### config.mk
export PLATFORM = sky130hd
export DESIGN_NAME = keypad_mult_ctrl
export DESIGN_NICKNAME = d
export VERILOG_FILES = /design/src/rtl/mult_ctrl_pkg.sv /design/src/rtl/dec_accumulator.sv /design/src/rtl/keypad_mult_ctrl.sv
export SDC_FILE = /design/constraint.sdc
export NUM_CORES = 1
export LEC_CHECK = 0
export CORE_MARGIN = 3
export CORE_UTILIZATION = 48
export CTS_CLUSTER_SIZE = 30
export DETAILED_ROUTE_END_ITERATION = 8
export PLACE_DENSITY = 0.79
export SYNTH_ARGS = -nofsm -noshare
export SYNTH_HDL_FRONTEND = slang
export SYNTH_HIERARCHICAL = 1
export SYNTH_SLANG_ARGS = --single-unit
### constraint.sdc
create_clock -name clk -period 4.7 [get_ports clk]
set_input_delay 0.94 -clock clk [delete_from_list [all_inputs] [get_ports clk]]
set_output_delay 0.94 -clock clk [all_outputs]
set_load 0.01 [all_outputs]
### src/rtl/mult_ctrl_pkg.sv
// Shared state encoding, key codes and helper functions for the keypad-to-multiplier controller.
package mult_ctrl_pkg;

   typedef enum logic [2:0] {
      ENTRY_A  = 3'd0,
      ENTRY_B  = 3'd1,
      START    = 3'd2,
      WAIT_MUL = 3'd3,
      SHOW     = 3'd4
   } state_t;

   localparam logic [3:0] KEY_ENTER = 4'hA;
   localparam logic [3:0] KEY_CLEAR = 4'hB;

   function automatic logic is_digit(input logic [3:0] code);
      return code <= 4'd9;
   endfunction

   // Used at elaboration to confirm the largest typed operand fits in W bits.
   function automatic longint unsigned pow10(input int n);
      longint unsigned p;
      p = 1;
      for (int i = 0; i < n; i++) p = p * 10;
      return p;
   endfunction

endpackage

### src/rtl/dec_accumulator.sv
// Decimal digit accumulator: builds a binary value from up to DIGITS typed decimal digits.
module dec_accumulator #(
   parameter int W      = 8,
   parameter int DIGITS = 2
) (
   input  logic         clk,
   input  logic         reset,
   input  logic         clear,
   input  logic         load_digit,
   input  logic [3:0]   digit,
   output logic [W-1:0] value,
   output logic         full
);

   localparam int CW = $clog2(DIGITS + 1);

   logic [W-1:0]  acc_q, acc_d, acc_base, acc_times10;
   logic [CW-1:0] cnt_q, cnt_d, cnt_base;

   // A clear together with a load restarts the entry with that digit as its first one.
   // Arithmetic is kept in W bits; the W+4-bit sum truncated to W bits is the same value.
   always_comb begin
      acc_base    = clear ? '0 : acc_q;
      cnt_base    = clear ? '0 : cnt_q;
      acc_times10 = (acc_base << 3) + (acc_base << 1);
      acc_d       = acc_base;
      cnt_d       = cnt_base;
      if (load_digit && (cnt_base != CW'(DIGITS))) begin
         acc_d = acc_times10 + W'(digit);
         cnt_d = cnt_base + CW'(1);
      end
   end

   always_ff @(posedge clk or posedge reset) begin
      if (reset) begin
         acc_q <= '0;
         cnt_q <= '0;
      end else begin
         acc_q <= acc_d;
         cnt_q <= cnt_d;
      end
   end

   assign value = acc_q;
   assign full  = (cnt_q == CW'(DIGITS));

endmodule

### src/rtl/keypad_mult_ctrl.sv
// Keypad entry sequencer: two decimal operands -> multiplier start/done handshake -> held product.
// Optional WAIT_MUL timeout with error flag is enabled by defining MULT_CTRL_TIMEOUT_EN.
module keypad_mult_ctrl
   import mult_ctrl_pkg::*;
#(
   parameter int W           = 8,
   parameter int DIGITS      = 2,
   parameter int TIMEOUT_CYC = 1024
) (
   input  logic           clk,
   input  logic           reset,
   input  logic [3:0]     key_code,
   input  logic           key_valid,
   output logic           mul_start,
   output logic [W-1:0]   mul_a,
   output logic [W-1:0]   mul_b,
   input  logic           mul_done,
   input  logic [2*W-1:0] mul_product,
   output logic [2*W-1:0] result,
   output logic           result_valid,
   output logic [W-1:0]   entry_value,
   output logic           entry_sel,
   output logic           busy,
   output logic           error
);

   if (pow10(DIGITS) - 1 >= (64'd1 << W)) begin : g_bad_digits
      $error("keypad_mult_ctrl: 10^DIGITS-1 does not fit in W bits");
   end
   if (TIMEOUT_CYC < 1) begin : g_bad_timeout
      $error("keypad_mult_ctrl: TIMEOUT_CYC must be at least 1");
   end

   state_t         state_q, state_d;
   logic           key_valid_q, key_valid_d;
   logic [W-1:0]   mul_a_q, mul_a_d, mul_b_q, mul_b_d;
   logic [2*W-1:0] result_q, result_d;
   logic           entry_sel_q, entry_sel_d;
   logic           has_digit_q, has_digit_d;
   logic           acc_clear, acc_load, acc_full;
   logic [W-1:0]   acc_value;
   logic           key_accept, is_clear, is_enter, is_dig, timeout_hit;

   assign key_accept = key_valid && !key_valid_q;
   assign is_clear   = key_accept && (key_code == KEY_CLEAR);
   assign is_enter   = key_accept && (key_code == KEY_ENTER);
   assign is_dig     = key_accept && is_digit(key_code);

`ifdef MULT_CTRL_TIMEOUT_EN
   localparam int TW = $clog2(TIMEOUT_CYC + 1);
   logic [TW-1:0] tmo_cnt_q, tmo_cnt_d;
   logic          error_q, error_d;

   assign timeout_hit = (state_q == WAIT_MUL) && !mul_done && (tmo_cnt_q == TW'(TIMEOUT_CYC - 1));

   // A CLEAR beats a simultaneous timeout; any other accepted key acknowledges the error.
   always_comb begin
      tmo_cnt_d = (state_q == WAIT_MUL) ? tmo_cnt_q + TW'(1) : '0;
      error_d   = error_q;
      if (is_clear)         error_d = 1'b0;
      else if (timeout_hit) error_d = 1'b1;
      else if (key_accept)  error_d = 1'b0;
   end

   always_ff @(posedge clk or posedge reset) begin
      if (reset) begin
         tmo_cnt_q <= '0;
         error_q   <= 1'b0;
      end else begin
         tmo_cnt_q <= tmo_cnt_d;
         error_q   <= error_d;
      end
   end

   assign error = error_q;
`else
   assign timeout_hit = 1'b0;
   assign error       = 1'b0;
`endif

   dec_accumulator #(.W(W), .DIGITS(DIGITS)) u_acc (
      .clk        (clk),
      .reset      (reset),
      .clear      (acc_clear),
      .load_digit (acc_load),
      .digit      (key_code),
      .value      (acc_value),
      .full       (acc_full)
   );

   always_ff @(posedge clk or posedge reset) begin
      if (reset) begin
         state_q     <= ENTRY_A;
         key_valid_q <= 1'b0;
         mul_a_q     <= '0;
         mul_b_q     <= '0;
         result_q    <= '0;
         entry_sel_q <= 1'b0;
         has_digit_q <= 1'b0;
      end else begin
         state_q     <= state_d;
         key_valid_q <= key_valid_d;
         mul_a_q     <= mul_a_d;
         mul_b_q     <= mul_b_d;
         result_q    <= result_d;
         entry_sel_q <= entry_sel_d;
         has_digit_q <= has_digit_d;
      end
   end

   always_comb begin
      state_d = state_q;
      if (is_clear || timeout_hit) begin
         state_d = ENTRY_A;
      end else begin
         case (state_q)
            ENTRY_A:  if (is_enter && has_digit_q) state_d = ENTRY_B;
            ENTRY_B:  if (is_enter && has_digit_q) state_d = START;
            START:    state_d = WAIT_MUL;
            WAIT_MUL: if (mul_done) state_d = SHOW;
            SHOW:     if (is_dig) state_d = ENTRY_A;
            default:  state_d = ENTRY_A;
         endcase
      end
   end

   // Operand, result and accumulator control; a digit typed in SHOW starts operand A afresh.
   always_comb begin
      key_valid_d = key_valid;
      mul_a_d     = mul_a_q;
      mul_b_d     = mul_b_q;
      result_d    = result_q;
      entry_sel_d = entry_sel_q;
      has_digit_d = has_digit_q;
      acc_clear   = 1'b0;
      acc_load    = 1'b0;
      if (is_clear || timeout_hit) begin
         mul_a_d     = '0;
         mul_b_d     = '0;
         result_d    = '0;
         entry_sel_d = 1'b0;
         has_digit_d = 1'b0;
         acc_clear   = 1'b1;
      end else begin
         case (state_q)
            ENTRY_A, ENTRY_B: begin
               if (is_dig) begin
                  acc_load    = !acc_full;
                  has_digit_d = 1'b1;
               end else if (is_enter && has_digit_q) begin
                  if (state_q == ENTRY_A) begin
                     mul_a_d     = acc_value;
                     entry_sel_d = 1'b1;
                     has_digit_d = 1'b0;
                     acc_clear   = 1'b1;
                  end else begin
                     mul_b_d = acc_value;
                  end
               end
            end
            WAIT_MUL: if (mul_done) result_d = mul_product;
            SHOW: begin
               if (is_dig) begin
                  result_d    = '0;
                  entry_sel_d = 1'b0;
                  has_digit_d = 1'b1;
                  acc_clear   = 1'b1;
                  acc_load    = 1'b1;
               end
            end
            default: ;
         endcase
      end
   end

   always_comb begin
      mul_start    = (state_q == START);
      busy         = (state_q == START) || (state_q == WAIT_MUL);
      result_valid = (state_q == SHOW);
   end

   assign mul_a       = mul_a_q;
   assign mul_b       = mul_b_q;
   assign result      = result_q;
   assign entry_value = acc_value;
   assign entry_sel   = entry_sel_q;

endmodule

==> results.json, run 1 <==
{
  "cts_tree": "yes",
  "io_pins": 69,
  "drt-wirelength-per-cell_um": 15.39,
  "period_share": 0.8466,
  "grt_setup_unrepaired": "no",
  "powerDensity_mw_per_mm2": 527.6,
  "hold_class": "reg2reg",
  "rows": 26,
  "layout-drive-gt1-share": 0.09317,
  "peakVddDrop_v": 0.0002617,
  "antenna_found_initial": 0,
  "path_class": "in2reg",
  "cts-resized-gates": 0,
  "drt_iter0_drc": 125,
  "via_per_inst": 5.306,
  "synth_flop_cell": "dfrtp_1",
  "final_nets": 359,
  "post-cts-setup-buffers": 0,
  "grt_max_degree": 27,
  "antenna_cells": 0,
  "grt_pass1_wl_um": 10270,
  "cts.sinks": 48,
  "multi_input_area_mm2": 0.001186,
  "avgSynthCellArea_um2": 10.07,
  "syn_area_mm2": 0.002577,
  "critPathLaunchType": "primary input",
  "holdBufCountCts": 0,
  "register_area_mm2": 0.001201,
  "die_h_um": 79.28,
  "syn_nets": 293,
  "layout_setup_ws_ns": 0.7210,
  "grt-ovfl-total": 0,
  "final_cells": 392,
  "place_area_mm2": 0.003307,
  "postSynthCellCount": 256,
  "core-area_mm2": 0.005140,
  "critical_path.endpoint_type": "register",
  "maxSlewViolCount": 0,
  "design.die.area_mm2": 0.006285,
  "portBuffers": 67,
  "crit_chain": "clkdlybuf4s50_1, and3b_1, and3_4, o221ai_4, nand2_1, nand2b_1, fa_1, inv_1, ha_1, a21o_1, and4_1, a2111oi_0, nand3b_1",
  "status": "finished clean",
  "start_util": 0.5015,
  "detail_route.first_pass.iterations": 4,
  "ys_types": 48,
  "dpl.hpwl_um": 4525,
  "fin_setup_tns_ns": 0,
  "grt_pass1_vias": 2089,
  "ys_ff_latch": 48,
  "cpPeakStageDelay_ns": 0.54,
  "fin_area_mm2": 0.003385,
  "synth-edff-count": 0,
  "ys_seq_area_frac": 0.4660,
  "path_max_fanout": 6,
  "post-route-min-period_ns": 3.979,
  "synthArstFlopShare": 1.000,
  "ant_nets": 0,
  "p_leak_nw": 1.588,
  "drt-total-wl_um": 6033,
  "critical_path_arrival_ns": 4.21,
  "pre_cts_slack_ns": 0.4394,
  "fmax_mhz": 251.3,
  "h-tree-depth": 2,
  "max-slew-margin-rel": 0.5414,
  "clockBufferDepth": 2,
  "worstSkewPairLatency_ns": 0.29,
  "grtUsageTotal": 0.2060,
  "die_width_um": 79.28,
  "drc": 0,
  "worstMarginPinSlew_ns": 0.6879,
  "place_congestion": 0.9419,
  "area_growth_pct": 31.31,
  "cts-root-buf": "clkbuf_8",
  "fin_worst_skew_ns": 0.007103,
  "required_ns": 4.93,
  "setup_viol": 0,
  "cp_slowest_cell": "fa_1",
  "dp_cells": 385,
  "hold_viol": 0,
  "numCtsBuffers": 5,
  "cts.reportedPaths.clkPinSlew_ns": 0.08,
  "cap_violations": 0,
  "ys_warn_count": 6,
  "vias": 2080,
  "fill_cells": 456
}
-- layout by cell type, fill, tap and decap left out, types with 2 or more instances in the layout --
cell / instances
nand3b_1: 4
nor3b_1: 2
and2_1: 6
nor2b_1: 9
nand4_1: 17
a21oi_1: 6
o21a_1: 2
mux2i_1: 2
mux2_4: 6
dfrtp_1: 48
xnor2_1: 4
inv_1: 28
nand2_1: 21
ha_1: 11
clkdlybuf4s50_1: 67
mux2_2: 7
nand2b_1: 7
a21o_1: 2
o21ai_0: 8
o21ai_1: 18
clkbuf_8: 5
nand3_1: 3
buf_4: 7
nor2_1: 6
fa_1: 2
-- synth_stat cells, types with 2 or more instances --
cell / count / share of area
o21a_1: 2 / 0.0058
nor3b_1: 2 / 0.0058
nor2b_1: 9 / 0.022
o21ai_1: 18 / 0.035
o21ai_0: 8 / 0.016
mux2_4: 6 / 0.035
buf_6: 2 / 0.0087
nand2b_1: 7 / 0.017
fa_1: 2 / 0.016
mux2i_1: 2 / 0.0078
inv_1: 28 / 0.041
nand4_1: 17 / 0.041
ha_1: 11 / 0.053
dfrtp_1: 48 / 0.47
xnor2_1: 4 / 0.014
buf_2: 5 / 0.0097
mux2_2: 7 / 0.031
clkbuf_1: 7 / 0.010
and2_1: 6 / 0.015
nand2_1: 21 / 0.031
a21o_1: 2 / 0.0058
nor2_1: 6 / 0.0087
a21oi_1: 6 / 0.012
nand3b_1: 4 / 0.012
nand3_1: 3 / 0.0058
-- sequential cells by signal, summed over array words and instances (netlist names) --
signal       flops
entry_sel        1
has_digit_q      1
key_valid_q      1
mul_a            8
mul_b            8
result          16
state_q          3
u_acc/cnt_q      2
u_acc/value      8
-- final cells by class --
type | count | area share
timing repair buffer | 74 | 0.2137
inverter | 29 | 0.03216
sequential | 48 | 0.3549
tap | 70 | 0.02588
multi-input combinational | 164 | 0.3505
clock buffer | 6 | 0.02144
clock inverter | 1 | 0.001479
-- cell families after synthesis --
logic type,synth area share
AND/OR/NAND/NOR,0.1850
flip-flops,0.4660
AO/OA/AOI/OAI,0.1146
buffers and inverters,0.07379
multiplexers,0.07330
adder cells (fa/ha/maj),0.06893
XOR/XNOR,0.01699
other,0.001455
-- metal layers --
layer,up-vias,track usage,wire length (um)
met3,2,0.04195,336
met4,0,0.05155,30
li1,1008,-,-
met5,-,0,0
met1,1011,0.2974,2821
met2,59,0.3182,2844
-- through the flow --
stage                     utilization  power [mW]  hold WS [ns]
after CTS                      0.6585       1.798        0.4887
after global placement         0.6434       1.535        0.4632
final                          0.6585       1.786        0.4834
after global routing           0.6585       1.916        0.5183
after detailed placement       0.6434       1.564        0.4701
after floorplan                     -       1.140        0.4888
-- where the power goes --
part | internal [mW] | switching [mW] | total, mW | leakage (nW)
Combinational | 0.490 | 0.385 | 0.875 | 0.921
Sequential | 0.571 | 0.111 | 0.682 | 0.626
Clock | 0.101 | 0.128 | 0.229 | 0.0410
-- final timing paths --
| check | startpoint | depth (start not counted) | slack (ns) | to |
|---|---|---|---|---|
| max in group asynchronous | reset | 3 | 2.89 | result[8] |
| max reg2reg | state_q[0] | 12 | 1.13 | u_acc/value[7] |
| max | key_code[2] | 13 | 0.72 | u_acc/value[7] |
| min reg2reg | mul_b[0] | 2 | 0.48 | mul_b[0] |
| min | mul_b[0] | 2 | 0.48 | mul_b[0] |
| min in group asynchronous | reset | 2 | 0.96 | u_acc/value[7] |
-- worst max-delay path: cells and delay by family --
| family | cells | cell delay [ns] |
|---|---|---|
| simple gates | 6 | 1.18 |
| compound gates | 3 | 0.65 |
| fa+ha+maj | 2 | 0.84 |
| buf+inv | 2 | 0.60 |
(Power assumes the default switching activity.)
==> run 2, diff against run 1 <==
- CORE_UTILIZATION: 48 -> 44
- PLACE_DENSITY: 0.79 -> 0.77
- clock period: 4.7 -> 3.4 ns (I/O delays scaled with it)
==> run 2 against run 1 <==
Effect of this change: sequential share of layout area shrank 2.5 points; cell area rose by 7.7%; clock skew up 0.0025 ns; critical path type unchanged; critical endpoint unchanged; worst setup slack got worse by 0.63 ns; core utilization down 0.48 points; highest routed layer unchanged; sequential cell count did not move.
==> results.json, run 2 (synthesized netlist as in run 1, its figures left out) <==
{
  "status": "finished clean",
  "antenna_cells": 0,
  "final_cell_mix": "clkdlybuf4s50_1 (66), dfrtp_1 (48), buf_4 (28), inv_1 (27), nand2_1 (20)",
  "grt_pass1_wl_um": 10270,
  "design.die.area_mm2": 0.006812,
  "peakVddDrop_v": 0.0004790,
  "power_frac_comb": 0.488,
  "switching_share": 0.3394,
  "worstMarginPinSlew_ns": 0.6178,
  "grtUsageTotal": 0.1966,
  "die_h_um": 82.54,
  "die_width_um": 82.54,
  "ant_nets": 0,
  "cpPeakStageDelay_ns": 0.52,
  "layout-drive-gt1-share": 0.1890,
  "area_growth_pct": 41.36,
  "drt-wirelength-per-cell_um": 15.25,
  "fin_area_mm2": 0.003643,
  "critical_path_arrival_ns": 3.54,
  "crit_chain": "clkdlybuf4s50_1, inv_1, a31oi_1, buf_4, o221ai_4, nand2_2, nand2b_4, fa_1, inv_2, ha_4, a21o_1, and4_1, a2111oi_2, nand3b_1",
  "cap_violations": 0,
  "cts_tree": "yes",
  "hold_viol": 0,
  "hold_slack_ns": 0.5046,
  "cts.sinks": 48,
  "drc": 0,
  "antenna_found_initial": 0,
  "final_cells": 416,
  "critical_path.endpoint_type": "register",
  "drt-total-wl_um": 6342,
  "clockPowerShare": 0.161,
  "fmax_mhz": 302.5,
  "required_ns": 3.64,
  "register_area_mm2": 0.001201,
  "intPower_mw": 1.795,
  "cts-root-buf": "clkbuf_8",
  "hold_class": "reg2reg",
  "numCtsBuffers": 5,
  "start_util": 0.4624,
  "powerDensity_mw_per_mm2": 745.7,
  "h-tree-depth": 2,
  "vias": 2139,
  "via_per_inst": 5.142,
  "fill_cells": 423,
  "post-route-min-period_ns": 3.305,
  "maxSlewViolCount": 0,
  "clockBufferDepth": 2,
  "r2r_cells": 13,
  "critPathLaunchType": "primary input",
  "grt-ovfl-total": 0,
  "fin_worst_skew_ns": 0.009575,
  "place_area_mm2": 0.003506,
  "final_common_cell": "clkdlybuf4s50_1",
  "seqPwrFrac": 0.351,
  "cp_slowest_cell": "fa_1",
  "holdPathStages": 2,
  "multi_input_area_mm2": 0.001239,
  "core-area_mm2": 0.005574,
  "dp_cells": 408,
  "drt_iter0_drc": 125,
  "rows": 27,
  "place_congestion": 0.8709,
  "p_total_mw": 2.717,
  "path_max_fanout": 4,
  "final_nets": 380,
  "grt_max_degree": 31,
  "p_sw_mw": 0.9221,
  "cts.reportedPaths.clkPinSlew_ns": 0.09,
  "portBuffers": 67,
  "max-slew-margin-rel": 0.5869,
  "p_leak_nw": 1.725,
  "worstSkewPairLatency_ns": 0.30,
  "setup_viol": 0,
  "period_share": 0.9722,
  "dpl.hpwl_um": 4827,
  "largest_reg_flops": 16,
  "fin_setup_tns_ns": 0,
  "io_pins": 69,
  "path_class": "in2reg",
  "detail_route.first_pass.iterations": 4,
  "grt_pass1_vias": 2196
}
run 2: critical path: cells and delay by family:
| kind | cells | cell delay [ns] |
|---|---|---|
| compound gates | 4 | 0.79 |
| buf+inv | 4 | 0.76 |
| simple gates | 4 | 0.60 |
| fa+ha+maj | 2 | 0.72 |
run 2: metrics by stage:
| step | util | setup WS [ns] |
|---|---|---|
| floorplan | - | -0.1501 |
| finish | 0.6536 | 0.09455 |
| CTS | 0.6507 | 0.01000 |
| global route | 0.6536 | -0.07404 |
| detailed placement | 0.6290 | -0.3001 |
| global placement | 0.6290 | -0.1997 |
run 2: what timing repair did:
item | in CTS | in global routing
hold buffers | 0 | 0
resized for setup | 0 | 6
setup buffers | 0 | 0
endpoints found under the setup margin | 0 | 3
run 2: area by class of cell:
class,count,share of cell area
flip-flops and latches,48,0.3297
inverters,29,0.02988
well taps,72,0.02473
repair buffers,95,0.2424
clock buffers,6,0.02266
multi-input cells,164,0.3400
clock inverters,2,0.01065
run 2: final timing paths:
kind / from / endpoint / slack [ns]
min in group asynchronous: reset / result[0] / 0.70
hold / removal: mul_b[0] / mul_b[0] / 0.50
setup / recovery: key_code[0] / u_acc/value[7] / 0.09
hold reg to reg: mul_b[0] / mul_b[0] / 0.50
max in group asynchronous: reset / mul_a[5] / 2.01
setup reg to reg: state_q[0] / u_acc/value[7] / 0.34
run 2: routing by layer:
metal	vias to the layer above	wire (um)	part of all wire	GRT usage
li1	1046	-	-	-
met1	1013	2842	0.45	0.2619
met2	72	3003	0.47	0.3189
met3	8	429	0.068	0.04447
met4	0	66	0.010	0.06046
met5	-	0	0	0
run 2: power groups by stage:
stage | combinational (mW) | sequential [mW] | clock, mW
finish | 1.33 | 0.954 | 0.437
global placement | 1.29 | 0.956 | 0
floorplan | 0.597 | 1.01 | 0
global route | 1.47 | 0.983 | 0.468
CTS | 1.33 | 0.953 | 0.443
detailed placement | 1.32 | 0.963 | 0
==> run 3, diff against run 2 <==
- CTS_CLUSTER_SIZE: 30 -> 25
==> results of run 3 <==
Same layout as run 2: the final DEF is identical, and so are final timing and power.
